==> src/rtl/board_io_conditioner.sv <==
// board_io_conditioner
//
// Front end between the FPGA board pins and the pipelined core. It
// synchronises and debounces the switch and button pins, normalises button
// polarity so that 1 always means pressed, emits one-cycle press / release /
// switch-change pulses, and produces a stretched core reset from the board
// reset or from a core-side reset request.
//
// Ports:
//   clk_i          core clock, rising edge
//   rst_ni         synchronous active-low board reset
//   sw_i           raw switch pins (asynchronous)
//   btn_i          raw button pins (asynchronous)
//   rst_req_i      core-domain reset request, level sampled every cycle
//   sw_o           debounced switch levels
//   btn_o          debounced buttons, 1 = pressed
//   btn_press_o    one-cycle pulse when a debounced button becomes pressed
//   btn_release_o  one-cycle pulse when a debounced button is released
//   sw_change_o    one-cycle pulse when a debounced switch changes
//   rst_core_no    registered active-low core reset

module board_io_conditioner #(
  parameter int SW_WIDTH        = 10,
  parameter int BTN_WIDTH       = 4,
  parameter int SYNC_STAGES     = 2,
  parameter int DEBOUNCE_CYCLES = 500000,
  parameter int RST_HOLD        = 16,
  parameter bit BTN_ACTIVE_LOW  = 1'b1
) (
  input  logic                 clk_i,
  input  logic                 rst_ni,
  input  logic [SW_WIDTH-1:0]  sw_i,
  input  logic [BTN_WIDTH-1:0] btn_i,
  input  logic                 rst_req_i,
  output logic [SW_WIDTH-1:0]  sw_o,
  output logic [BTN_WIDTH-1:0] btn_o,
  output logic [BTN_WIDTH-1:0] btn_press_o,
  output logic [BTN_WIDTH-1:0] btn_release_o,
  output logic [SW_WIDTH-1:0]  sw_change_o,
  output logic                 rst_core_no
);

  localparam int NCH = SW_WIDTH + BTN_WIDTH;
  localparam int CW  = $clog2(DEBOUNCE_CYCLES + 1);
  localparam int HW  = $clog2(RST_HOLD + 1);

  localparam logic [CW-1:0]        CNT_LAST  = CW'(DEBOUNCE_CYCLES - 1);
  localparam logic [HW-1:0]        HOLD_LAST = HW'(RST_HOLD - 1);
  localparam logic [BTN_WIDTH-1:0] BTN_IDLE  = BTN_ACTIVE_LOW ? '1 : '0;

  typedef enum logic [1:0] {
    RESET = 2'd0,
    HOLD  = 2'd1,
    RUN   = 2'd2
  } state_t;

  state_t        state;
  logic [HW-1:0] hold_cnt;

  logic [SYNC_STAGES-1:0][SW_WIDTH-1:0]  sw_sync;
  logic [SYNC_STAGES-1:0][BTN_WIDTH-1:0] btn_sync;
  logic [BTN_WIDTH-1:0]                  btn_norm;

  // Channel layout for the shared debouncer: switches in the low bits,
  // buttons (already polarity-normalised) in the high bits.
  logic [NCH-1:0]         samp;
  logic [NCH-1:0]         q;
  logic [NCH-1:0]         q_next;
  logic [NCH-1:0][CW-1:0] cnt;
  logic [NCH-1:0][CW-1:0] cnt_next;
  logic [NCH-1:0]         q_rise;
  logic [NCH-1:0]         q_fall;
  logic                   pulse_en;

  assign btn_norm = BTN_ACTIVE_LOW ? ~btn_sync[SYNC_STAGES-1] : btn_sync[SYNC_STAGES-1];

  // Debounce decision per channel. A channel only moves to the sampled level
  // after DEBOUNCE_CYCLES consecutive mismatching cycles; any agreement in
  // between clears the run, so glitches never reach q.
  always_comb begin
    q_next   = q;
    cnt_next = '0;
    for (int i = 0; i < NCH; i++) begin
      if (samp[i] != q[i]) begin
        if (cnt[i] == CNT_LAST) begin
          q_next[i] = samp[i];
        end else begin
          cnt_next[i] = cnt[i] + CW'(1);
        end
      end
    end
  end

  assign q_rise = q_next & ~q;
  assign q_fall = ~q_next & q;

  // Pulses are registered with the q update. Gating on RUN at the edge
  // means a pulse can only appear in a cycle where rst_core_no is high,
  // because rst_core_no is registered from the same state.
  assign pulse_en = (state == RUN);

  // Input pipeline: synchroniser, then a registered normalised sample that
  // feeds the compare stage, then the stable level and pulse registers.
  always_ff @(posedge clk_i) begin
    if (!rst_ni) begin
      sw_sync       <= '0;
      btn_sync      <= {SYNC_STAGES{BTN_IDLE}};
      samp          <= '0;
      q             <= '0;
      cnt           <= '0;
      sw_change_o   <= '0;
      btn_press_o   <= '0;
      btn_release_o <= '0;
    end else begin
      sw_sync       <= {sw_sync[SYNC_STAGES-2:0], sw_i};
      btn_sync      <= {btn_sync[SYNC_STAGES-2:0], btn_i};
      samp          <= {btn_norm, sw_sync[SYNC_STAGES-1]};
      q             <= q_next;
      cnt           <= cnt_next;
      sw_change_o   <= pulse_en ? (q_next[SW_WIDTH-1:0] ^ q[SW_WIDTH-1:0]) : '0;
      btn_press_o   <= pulse_en ? q_rise[NCH-1:SW_WIDTH] : '0;
      btn_release_o <= pulse_en ? q_fall[NCH-1:SW_WIDTH] : '0;
    end
  end

  assign sw_o  = q[SW_WIDTH-1:0];
  assign btn_o = q[NCH-1:SW_WIDTH];

  // Core reset sequencer. rst_core_no follows "state was RUN" one edge late,
  // so a request sampled in RUN drops the core reset on the following edge
  // and a hold of RST_HOLD cycles releases it RST_HOLD+1 edges after entry.
  // A request while holding restarts the hold count.
  always_ff @(posedge clk_i) begin
    if (!rst_ni) begin
      state       <= RESET;
      hold_cnt    <= '0;
      rst_core_no <= 1'b0;
    end else begin
      rst_core_no <= (state == RUN);
      case (state)
        RESET: begin
          state    <= HOLD;
          hold_cnt <= '0;
        end
        HOLD: begin
          if (rst_req_i) begin
            hold_cnt <= '0;
          end else if (hold_cnt == HOLD_LAST) begin
            state <= RUN;
          end else begin
            hold_cnt <= hold_cnt + HW'(1);
          end
        end
        RUN: begin
          if (rst_req_i) begin
            state    <= HOLD;
            hold_cnt <= '0;
          end
        end
        default: begin
          state    <= RESET;
          hold_cnt <= '0;
        end
      endcase
    end
  end

endmodule

==> config.mk <==
export PLATFORM = sky130hd
export DESIGN_NAME = board_io_conditioner
export DESIGN_NICKNAME = d
export VERILOG_FILES = /design/src/rtl/board_io_conditioner.sv
export SDC_FILE = /design/constraint.sdc
export NUM_CORES = 1
export LEC_CHECK = 0
export BUFFER_PORTS_ARGS = -buffer_cell sky130_fd_sc_hd__buf_2
export CAP_MARGIN = 40
export CORE_MARGIN = 1
export CORE_UTILIZATION = 40
export CTS_CLUSTER_DIAMETER = 150
export CTS_CLUSTER_SIZE = 40
export DETAILED_ROUTE_END_ITERATION = 10
export HOLD_SLACK_MARGIN = 0.05
export PLACE_DENSITY = 0.64
export SYNTH_ARGS = -nofsm -noshare
export SYNTH_HDL_FRONTEND = slang
export SYNTH_SLANG_ARGS = --single-unit
==> constraint.sdc <==
create_clock -name clk_i -period 4.7 [get_ports clk_i]
set_clock_uncertainty 0.15 [all_clocks]
set_input_delay 0.47 -clock clk_i [delete_from_list [all_inputs] [get_ports clk_i]]
set_output_delay 0.47 -clock clk_i [all_outputs]
set_load 0.01 [all_outputs]
==> results of run 1 <==
==> synth_stat cells, types with 42 or more instances <==
library cell and number:
nand4_1 75, a21oi_1 83, xor2_1 82, or3_1 46, nand2_1 86, nand3_1 101
nor4_1 42, nor2_1 232, dfxtp_1 348, xnor2_1 104, o21ai_0 45
==> layer usage <==
| metal | track usage (%) | share of wire (%) |
|---|---|---|
| met3 | 1.93 | 2.9 |
| met5 | 0 | 0 |
| met2 | 24.9 | 46 |
| met1 | 20.1 | 50 |
| met4 | 2.95 | 1.4 |
==> final timing paths <==
check                                   end                    from  slack (ns)  cells past startpoint
setup reg to reg  btn_press_o[3]$_SDFF_PN0_     cnt[254]$_SDFF_PP0_        2.28                      4
setup / recovery  btn_press_o[3]$_SDFF_PN0_     cnt[254]$_SDFF_PP0_        2.28                      4
hold reg to reg         samp[13]$_SDFF_PN0_  btn_sync[7]$_SDFF_PN1_        0.24                      1
hold / removal       btn_sync[6]$_SDFF_PN1_                  rst_ni        0.12                      2
==> worst reg2reg max path, cell delays in order, from the launching register on <==
cell and delay (ns):
dfxtp_1 0.39, or4b_1 0.55, or4_4 0.59, or2_1 0.25, nor4_1 0.34
==> cell type report <==
type	instances	area [sq um]	area share, %
Clock buffer	13	325	2.03
Clock inverter	1	16.3	0.101
Inverter	40	150	0.935
Tap cell	468	586	3.65
Multi-Input combinational cell	1215	7530	46.9
Sequential cell	348	6970	43.4
Timing Repair Buffer	72	483	3.01
==> state kept, by name (all words and copies together), names as in the netlist, 2 cells and up <==
| name | cells |
|---|---|
| state | 2 |
| btn_press_o | 4 |
| btn_sync | 8 |
| q | 14 |
| hold_cnt | 5 |
| sw_change_o | 10 |
| sw_sync | 20 |
| cnt | 266 |
| btn_release_o | 4 |
| samp | 14 |
==> per-stage QoR <==
| step | cells | hold WS [ns] | setup slack [ns] |
|---|---|---|---|
| 6_report | 2157 | 0.117 | 2.28 |
| 3_5_place_dp | 2128 | 0.219 | 2.34 |
| 2_1_floorplan | 1648 | 0.213 | 2.52 |
| 5_1_grt | 2157 | 0.114 | 2.16 |
| 3_3_place_gp | 2124 | 0.227 | 2.20 |
| 4_1_cts | 2157 | 0.105 | 2.29 |
==> cells by family (layout without fill, tap and decap cells) <==
group           count (synthesis)  after routing  share of synthesized area [%]
simple gates                  826            826                           30.3
flops                         348            348                           46.8
compound gates                186            186                           7.86
xor+xnor                      186            186                           10.9
buf+inv                        85            126                           2.65
fa+ha+maj                      16             16                           1.34
mux                             1              1                         0.0756
==> power by group <==
group / total (mW) / internal, mW / switching (mW)
Sequential: 2.98 / 2.97 / 0.00850
Combinational: 0.0651 / 0.0290 / 0.0361
Clock: 1.37 / 0.511 / 0.864
Total: 4.42 / 3.51 / 0.908
==> out/qor.txt, run 1 <==
Synth top area share = 46.8%
global route total overflow = 0
largest net degree at the start of global routing = 41
outcome = finished clean
1st-iter DRT viols = 555
critical path type = reg -> reg
initial antenna violation count = 0
vias in the first global route = 10,500
Fin. Hold Viols = 0
Net Count, Synth = 1,681
Netlist Area Pre-Place = 14,900 sq um
Startpoint Class = register
Area growth syn-to-layout = 7.83%
Max stage delay on crit path = 0.59 ns
Syn Area/Cell = 9.03 sq um
clk_lat worst skew = 0.52 ns
Max clock buf depth = 3
clock buffer count from CTS = 12
sequential share of the synthesized area = 46.8%
GP Congestion = 0.797
Power Density = 275 nW/um^2
Yosys cell types = 53
IO Port Bufs = 49
count of warnings emitted by yosys = 0
crit-path cells = or4b_1, or4_4, or2_1, nor4_1
commonest non-fill, non-tap cell in the layout = dfxtp_1
via count = 11,400
ys flop type = dfxtp_1
clk slew on worst S/H paths = 0.14 ns
Setup Viol. Count Final = 0
CP Buf/Inv Count = 0
Die Y = 195 um
Nets = 1,722
final antenna-violating net count = 0
cts repair resizes = 0
layout cell share with drive strength beyond 1 = 6.34%
first-pass GRT wire length = 48,900 um
Pre-antenna DRT Iters = 5
max-capacitance violation count = 0
P_leak = 4.86 nW
EDFF count, synth = 0
Sum Neg Setup Slack = 0 ns
Post-CTS Setup Inserts = 0
maximum clock rate = 413 MHz
Hold Path Class = in -> reg
Worst Path Required = 4.92 ns
Die X = 195 um
design area = 16,100 sq um
H-Tree Depth = 1
WL/cell = 13.1 um
cell taking the most area after synthesis = dfxtp_1
relative slew slack = 47.0%
period utilization = 51.5%
Max VDD drop = 0.000206 V
ys async rst share = 0%
core area = 36,600 sq um
RSZ-0062 raised after global routing = false
Seq cells post-synth = 348
PnR Total Power = 4.42 mW
die footprint = 38,000 sq um
CP Capture Type = register
DPL Wire Length = 19,800 um
total track usage = 14.8%
ANT cells = 0
Slowest-stage cell, CP = or4_4
CTS tree = yes
family with the most delay on the worst path = simple AND/OR/NAND/NOR gates
DR vias/cell = 5.28
Slew Limit Fails = 0
critical path arrival = 2.64 ns
cts hold-fix bufs = 15
worst-path fanout max = 6
Final min period = 2.42 ns
# DRC = 0
Syn Inst Count = 1,648
slew at the pin closest to its max-slew limit = 0.793 ns
Rows = 70
IO Pins = 50
clk sink count = 348
fillers = 3,542
Final Core Density = 43.8%
root buf cell = clkbuf_16
commonest cells after routing, fill and taps aside = dfxtp_1 (348), nor2_1 (232), xnor2_1 (104)
Post-DP Area = 15,600 sq um
ranking of synthesized cells by area = dfxtp_1 (47%), xnor2_1 (6.1%), nor2_1 (5.8%), xor2_1 (4.8%), nand3_1 (3.4%)
final wirelength = 28,300 um
Initial Util = 40.7%
Note: power is estimated with default switching activity, not from simulation.
==> run 2: changes to the inputs <==
--- a/config.mk
+++ b/config.mk
@@ -5,6 +5,7 @@
 export SDC_FILE = /design/constraint.sdc
 export NUM_CORES = 1
 export LEC_CHECK = 0
+export ABC_AREA = 1
 export BUFFER_PORTS_ARGS = -buffer_cell sky130_fd_sc_hd__buf_2
 export CAP_MARGIN = 40
 export CORE_MARGIN = 1
@@ -13,7 +14,7 @@
 export CTS_CLUSTER_SIZE = 40
 export DETAILED_ROUTE_END_ITERATION = 10
 export HOLD_SLACK_MARGIN = 0.05
-export PLACE_DENSITY = 0.64
+export PLACE_DENSITY = 0.66
 export SYNTH_ARGS = -nofsm -noshare
 export SYNTH_HDL_FRONTEND = slang
 export SYNTH_SLANG_ARGS = --single-unit
==> constraint.sdc (replaced) <==
create_clock -name clk_i -period 2 [get_ports clk_i]
set_clock_uncertainty 0.15 [all_clocks]
set_input_delay 0.2 -clock clk_i [delete_from_list [all_inputs] [get_ports clk_i]]
set_output_delay 0.2 -clock clk_i [all_outputs]
set_load 0.01 [all_outputs]
==> run 2 against run 1 <==
Compared with the run above: the run now ends with DRC left; worst hold slack better by 0.13 ns; core utilization is 0.44 points higher; design area grew 13%; clock power rose by 140%; global-route usage up 1.3 points; sequential power grew 130%; synthesized cell count up 52%; fmax increased by 35%; sequential share of layout area decreased by 5.0 points; via count increased by 28%; highest routed layer unchanged.
==> out/qor.txt, run 2 <==
Max clock buf depth = 3 (unchanged)
Power Density = 575 nW/um^2 (+110%)
relative slew slack = 66.3% (+19 points)
outcome = finished, violations left
reg2reg path depth = 6 (+2)
largest net degree at the start of global routing = 41 (unchanged)
PnR Total Power = 10.4 mW (+140%)
mux cell area share after synthesis = 0% (-0.076 points)
critical path arrival = 2.04 ns (-0.60 ns)
max-capacitance violation count = 0 (unchanged)
clk_lat worst skew = 0.52 ns (about the same)
sequential cell area = 6970 sq um (unchanged)
Nets = 2,624 (+52%)
Syn Inst Count = 2,510 (+52%)
Seq cells post-synth = 348 (unchanged)
Post-Synth Adder-Cell Area = 1.20% (-0.15 points)
worst hold path depth = 1 (-1)
critical path type = reg -> reg
Net Count, Synth = 2,543 (+51%)
Netlist Area Pre-Place = 16,700 sq um (+12%)
DPL Wire Length = 25,500 um (+29%)
Die Y = 206 um (+5.9%)
largest reg by FF count = cnt
GR Util met3 = 1.55% (-0.38 points)
Final min period = 1.79 ns (-0.628 ns)
clock buffer count from CTS = 12 (unchanged)
Pre-antenna DRT Iters = 8 (+3)
Synth top area share = 41.7% (-5.1 points)
final wirelength = 33,600 um (+19%)
largest registers = cnt: 266 flops, sw_sync: 20 flops
Multi-input gate area = 8360 sq um (+11%)
Top Usage Layer GRT = met2
die footprint = 42,600 sq um (+12%)
ANT cells = 0 (unchanged)
slew at the pin closest to its max-slew limit = 0.504 ns (-0.289 ns)
Hold Path Class = reg -> reg
commonest non-fill, non-tap cell in the layout = nand2_1
ranking of synthesized cells by area = dfxtp_1 (42%), nand2_1 (15%), nor2_1 (13%), inv_1 (7.1%), nand3_1 (4.5%)
top-count cell post-synth = nand2_1
final antenna-violating net count = 0 (unchanged)
cell taking the most area after synthesis = dfxtp_1
worst-path fanout max = 17 (+11)
post-synthesis compound-gate area fraction = 3.94% (-3.9 points)
Rows = 74 (+5.7%)
IO Pins = 50 (unchanged)
RSZ-0062 raised after global routing = false
initial antenna violation count = 0 (unchanged)
Fin. Hold Viols = 0 (unchanged)
root buf cell = clkbuf_16
CP Capture Type = register
Min-Delay Endpoint = samp[11]$_SDFF_PN0_
EDFF count, synth = 0 (unchanged)
Slew Limit Fails = 0 (unchanged)
period utilization = 89.6% (+38 points)
XOR/XNOR Fraction of Synth Area = 6.24% (-4.7 points)
count of warnings emitted by yosys = 0 (unchanged)
failing checks = DRC
r2r setup slk = 0.21 ns (-2.07 ns)
ys flop type = dfxtp_1
CTS tree = yes
vias in the first global route = 13,600 (+29%)
Die X = 206 um (+5.9%)
Area growth syn-to-layout = 8.74%
global-route met2 utilization = 28.4% (+3.5 points)
fillers = 4,164 (+18%)
Worst Path Required = 2.25 ns (-2.67 ns)
largest family of logic cells by synthesized area = simple AND/OR/NAND/NOR gates
P_leak = 6.45 nW (+33%)
Initial Util = 40.7% (+0.064 points)
1st-iter DRT viols = 753 (+36%)
H-Tree Depth = 1 (unchanged)
first-pass GRT wire length = 58,900 um (+20%)
total track usage = 16.1% (+1.3 points)
GP Congestion = 0.882 (+11%)
r2r startpoint = cnt[57]$_SDFF_PP0_
maximum clock rate = 558 MHz (+35%)
post-route insts no fill = 3,124 (+45%)
clk sink count = 348 (unchanged)
Sum Neg Setup Slack = 0 ns (unchanged)
ys async rst share = 0% (unchanged)
core area = 41,000 sq um (+12%)
placed cell count = 3,083 (+45%)
WL/cell = 10.7 um (-18%)
top cells by count, synth = nand2_1 (683), nor2_1 (580), dfxtp_1 (348)
sequential share of the synthesized area = 41.7% (-5.1 points)
hold path start = btn_sync[5]$_SDFF_PN1_
DR vias/cell = 4.66 (-12%)
# DRC = 5 (+5)
met1 Use GR = 21.1% (+0.98 points)
IO Port Bufs = 49 (unchanged)
Setup Viol. Count Final = 0 (unchanged)
Yosys cell types = 30 (-43%)
global route total overflow = 0 (unchanged)
layout cell share with drive strength beyond 1 = 5.98% (-0.36 points)
Startpoint Class = register
Syn Area/Cell = 6.66 sq um (-26%)
FF-to-FF End = cnt[70]$_SDFF_PP0_
clk slew on worst S/H paths = 0.13 ns (about the same)
simple logic cell fraction of the synthesized area = 38.6% (+8.2 points)
Largest register FFs = 266 (unchanged)
via count = 14,500 (+28%)
Max VDD drop = 0.000453 V (+120%)
commonest cells after routing, fill and taps aside = nand2_1 (683), nor2_1 (580), dfxtp_1 (348)
[run 2: changes by cell type after synthesis, sizes merged, moves of 44 or more]
cell	before	now
inv	40	320
nand2	86	697
xnor2	104	42
nor2	232	593
or4	44	0
nand3	101	155
or3	46	0
[run 2: stage by stage]
stage	setup slack (ns)	utilization [%]	hold WS (ns)	cell area [sq um]
final	0.207	44.3	0.243	18200
after global routing	0.0165	44.3	0.256	18200
after global placement	0.231	42.8	0.220	17500
after floorplan	0.412	-	0.148	16700
after detailed placement	0.196	42.8	0.227	17500
after CTS	0.162	44.2	0.238	18100
[run 2: worst max path at each step]
stage                              from             endpoint  cells after the start
floorplan           cnt[209]$_SDFF_PP0_  cnt[209]$_SDFF_PP0_                      7
global placement    cnt[114]$_SDFF_PP0_  cnt[130]$_SDFF_PP0_                      8
detailed placement  cnt[114]$_SDFF_PP0_  cnt[130]$_SDFF_PP0_                      8
CTS                 cnt[171]$_SDFF_PP0_  cnt[187]$_SDFF_PP0_                      8
global route         cnt[57]$_SDFF_PP0_   cnt[70]$_SDFF_PP0_                      6
finish               cnt[57]$_SDFF_PP0_   cnt[70]$_SDFF_PP0_                      6
[run 2: worst max-delay path: stages (launching register included)]
cell and delay (ns):
dfxtp_1 0.38, ha_1 0.25, inv_1 0.06, nor2_1 0.28, nand3_1 0.19, nand2_2 0.29, a21oi_1 0.08
[run 2: logic make-up (layout without fill, tap and decap cells)]
logic type      Yosys count  after routing
simple gates           1554           1554
flops                   348            348
buf+inv                 343            425
compound gates          130            130
xor+xnor                119            119
fa+ha+maj                16             16
[run 2: routing by layer]
layer,vias up,wire length [um]
li1,7821,-
met4,0,537
met5,-,0
met1,6530,16900
met3,35,863
met2,157,15300
[run 2: final cells by class]
class	instances	share of cell area [%]
Clock buffer	13	1.79
Clock inverter	2	0.0895
Inverter	320	6.61
Multi-Input combinational cell	1819	46.0
Sequential cell	348	38.4
Tap cell	532	3.66
Timing Repair Buffer	90	3.47
[run 2: repair_timing]
item,4_1_cts,5_1_grt
endpoints found under the setup margin,0,6
hold endpoints to repair,48,0
hold buffers,26,0
gates resized for setup,0,3
setup buffers,0,0
[run 2: power by group]
part,internal (mW),switching (mW),total [mW]
clock,1.20,2.05,3.25
combinational,0.0856,0.103,0.188
sequential,6.97,0.0221,7.00
==> run 3: changes to the inputs <==
--- a/config.mk
+++ b/config.mk
@@ -5,7 +5,6 @@
 export SDC_FILE = /design/constraint.sdc
 export NUM_CORES = 1
 export LEC_CHECK = 0
-export ABC_AREA = 1
 export BUFFER_PORTS_ARGS = -buffer_cell sky130_fd_sc_hd__buf_2
 export CAP_MARGIN = 40
 export CORE_MARGIN = 1
@@ -14,7 +13,7 @@
 export CTS_CLUSTER_SIZE = 40
 export DETAILED_ROUTE_END_ITERATION = 10
 export HOLD_SLACK_MARGIN = 0.05
-export PLACE_DENSITY = 0.66
+export PLACE_DENSITY = 0.67
 export SYNTH_ARGS = -nofsm -noshare
 export SYNTH_HDL_FRONTEND = slang
 export SYNTH_SLANG_ARGS = --single-unit
==> run 3 against run 2 <==
Compared with the run above: design area fell by 2.4%; global-route usage about the same; fmax down 16%; clock-buffer cell count did not move; the flow finishes with violations (setup timing); largest cell class unchanged; non-clock buffer count up 157; worst hold slack worse by 0.019 ns; clock power grew 1%; via count decreased by 16%; cell count is 25% lower; sequential share of layout area increased by 1.2 points.
==> out/qor.txt, run 3 (synthesis results as in run 1) <==
Slowest-stage cell, CP = or4_4
# DRC = 0 (-5)
H-Tree Depth = 1 (unchanged)
Fin. Hold Viols = 0 (unchanged)
Initial Util = 40.7% (-0.064 points)
GP Congestion = 0.842 (-4.5%)
Die Y = 195 um (-5.5%)
Max clock buf depth = 3 (unchanged)
largest net degree at the start of global routing = 41 (unchanged)
CP Buf/Inv Count = 1 (unchanged)
combinational power share = 1.8% (about the same)
commonest non-fill, non-tap cell in the layout = dfxtp_1
sw frac = 21.0% (+0.16 points)
sequential share of power = 66.8% (-0.2 points)
Setup Viol. Count Final = 152 (+152)
Psw = 2.20 mW (+1.1%)
clk sink count = 348 (unchanged)
first-pass GRT wire length = 53,000 um (-10%)
initial antenna violation count = 0 (unchanged)
period utilization = 106% (+17 points)
core area = 36,600 sq um (-11%)
vias in the first global route = 11,600 (-15%)
failing checks = setup timing
family with the most delay on the worst path = simple AND/OR/NAND/NOR gates
ANT cells = 0 (unchanged)
worst-path fanout max = 7 (-10)
Hold Path Class = reg -> reg
Startpoint Class = register
1st-iter DRT viols = 517 (-31%)
via count = 12,200 (-16%)
outcome = finished, violations left
clock share of power = 31.4% (+0.2 points)
Rows = 70 (-5.4%)
Max VDD drop = 0.000467 V (+3.2%)
DPL Wire Length = 21,900 um (-14%)
relative slew slack = 67.4% (+1.0 points)
P_leak = 5.85 nW (-9.3%)
Worst Path Required = 2.28 ns (+0.03 ns)
worst setup margin = -0.124 ns (-0.331 ns)
clk slew on worst S/H paths = 0.15 ns (+0.02 ns)
pre-CTS setup slack = -0.124 ns (-0.319 ns)
PnR Total Power = 10.5 mW (+0.30%)
max-capacitance violation count = 0 (unchanged)
critical path type = reg -> reg
critical path arrival = 2.40 ns (+0.36 ns)
IO Pins = 50 (unchanged)
crit-path cells = or4_4, or4_4, o211ai_4, buf_6, a21oi_2
WL/cell = 13.3 um (+24%)
DR vias/cell = 5.24 (+13%)
Slew Limit Fails = 0 (unchanged)
Pint = 8.27 mW (+0.10%)
Final min period = 2.12 ns (+0.331 ns)
RSZ-0062 raised after global routing = true
layout cell share with drive strength beyond 1 = 18.8% (+13 points)
clk_lat worst skew = 0.52 ns (about the same)
largest reg by FF count = cnt
Die X = 195 um (-5.5%)
Area growth syn-to-layout = 19.1%
CTS tree = yes
largest registers = cnt: 266 flops, sw_sync: 20 flops
Largest register FFs = 266 (unchanged)
most used cell, CP = or4_4
Power Density = 590 nW/um^2 (+2.8%)
commonest cells after routing, fill and taps aside = dfxtp_1 (315), nor2_1 (221), buf_4 (163)
total track usage = 16.0% (-0.042 points)
Pre-antenna DRT Iters = 5 (-3)
clock buffer count from CTS = 12 (unchanged)
slew at the pin closest to its max-slew limit = 0.483 ns (-0.0213 ns)
IO Port Bufs = 49 (unchanged)
maximum clock rate = 471 MHz (-16%)
root buf cell = clkbuf_16
die footprint = 38,000 sq um (-11%)
Nets = 1,897 (-28%)
final wirelength = 31,000 um (-7.7%)
global route total overflow = 0 (unchanged)
final antenna-violating net count = 0 (unchanged)
Max stage delay on crit path = 0.54 ns (+0.16 ns)
CP Capture Type = register
run 3: cell types whose count changed in the layout (fill, tap and decap cells not counted), sizes merged, moves of 29 or more:
| cell | delta |
|---|---|
| nand2 | -611 |
| nor2 | -361 |
| inv | -281 |
| buf | +162 |
| xnor2 | +62 |
| nand3 | -54 |
| or3 | +46 |
| or4 | +44 |
| nor4 | +42 |
| and2 | +40 |
| nand4 | +38 |
| or2 | -30 |
| o31ai | +29 |
run 3: repair_timing:
item | in CTS | in global routing
pin swaps | 7 | 7
hold buffers | 21 | 0
endpoints found under the hold margin | 32 | 0
gates cloned | 1 | 1
resized for setup | 21 | 46
setup endpoints to repair | 154 | 203
setup buffers | 2 | 4
run 3: routing by layer:
| layer | routed length, um | GRT usage (%) | vias up |
|---|---|---|---|
| met5 | 0 | 0 | - |
| met4 | 428 | 2.83 | 0 |
| met3 | 742 | 1.79 | 20 |
| met2 | 14700 | 27.9 | 131 |
| met1 | 15100 | 21.5 | 5798 |
| li1 | - | - | 6274 |
run 3: stage by stage:
stage          cells  hold WS (ns)  setup TNS [ns]  utilization [%]  area [sq um]
2_1_floorplan   1648         0.151           -8.81                -         14900
3_3_place_gp    2291         0.216           -6.90             46.2         16900
3_5_place_dp    2291         0.215          -10.10             46.2         16900
4_1_cts         2329         0.230          -11.19             48.0         17600
5_1_grt         2332         0.236          -19.27             48.4         17700
6_report        2332         0.224          -11.46             48.4         17700
run 3: worst paths after layout:
check | start | end | slack (ns) | cells past startpoint
worst max-delay path | cnt[126]$_SDFF_PP0_ | cnt[131]$_SDFF_PP0_ | -0.12 | 5
worst min-delay path | btn_sync[6]$_SDFF_PN1_ | samp[12]$_SDFF_PN0_ | 0.22 | 1
worst max register to register | cnt[126]$_SDFF_PP0_ | cnt[131]$_SDFF_PP0_ | -0.12 | 5
worst min register to register | btn_sync[6]$_SDFF_PN1_ | samp[12]$_SDFF_PN0_ | 0.22 | 1
run 3: power groups by stage:
stage,clock [mW],sequential (mW),combinational [mW]
floorplan,0,7.14,0.0922
global placement,0,7.14,0.152
detailed placement,0,7.14,0.154
CTS,3.42,6.99,0.191
global route,3.64,7.00,0.210
finish,3.29,6.99,0.190
run 3: layout make-up:
cell class                      count  area, sq um
Tap cell                          468          586
Clock buffer                       13          325
Multi-Input combinational cell   1215         7720
Fill cell                        3450        18900
Timing Repair Buffer              247         1920
Sequential cell                   348         7010
Inverter                           40          150
Clock inverter                      1         16.3
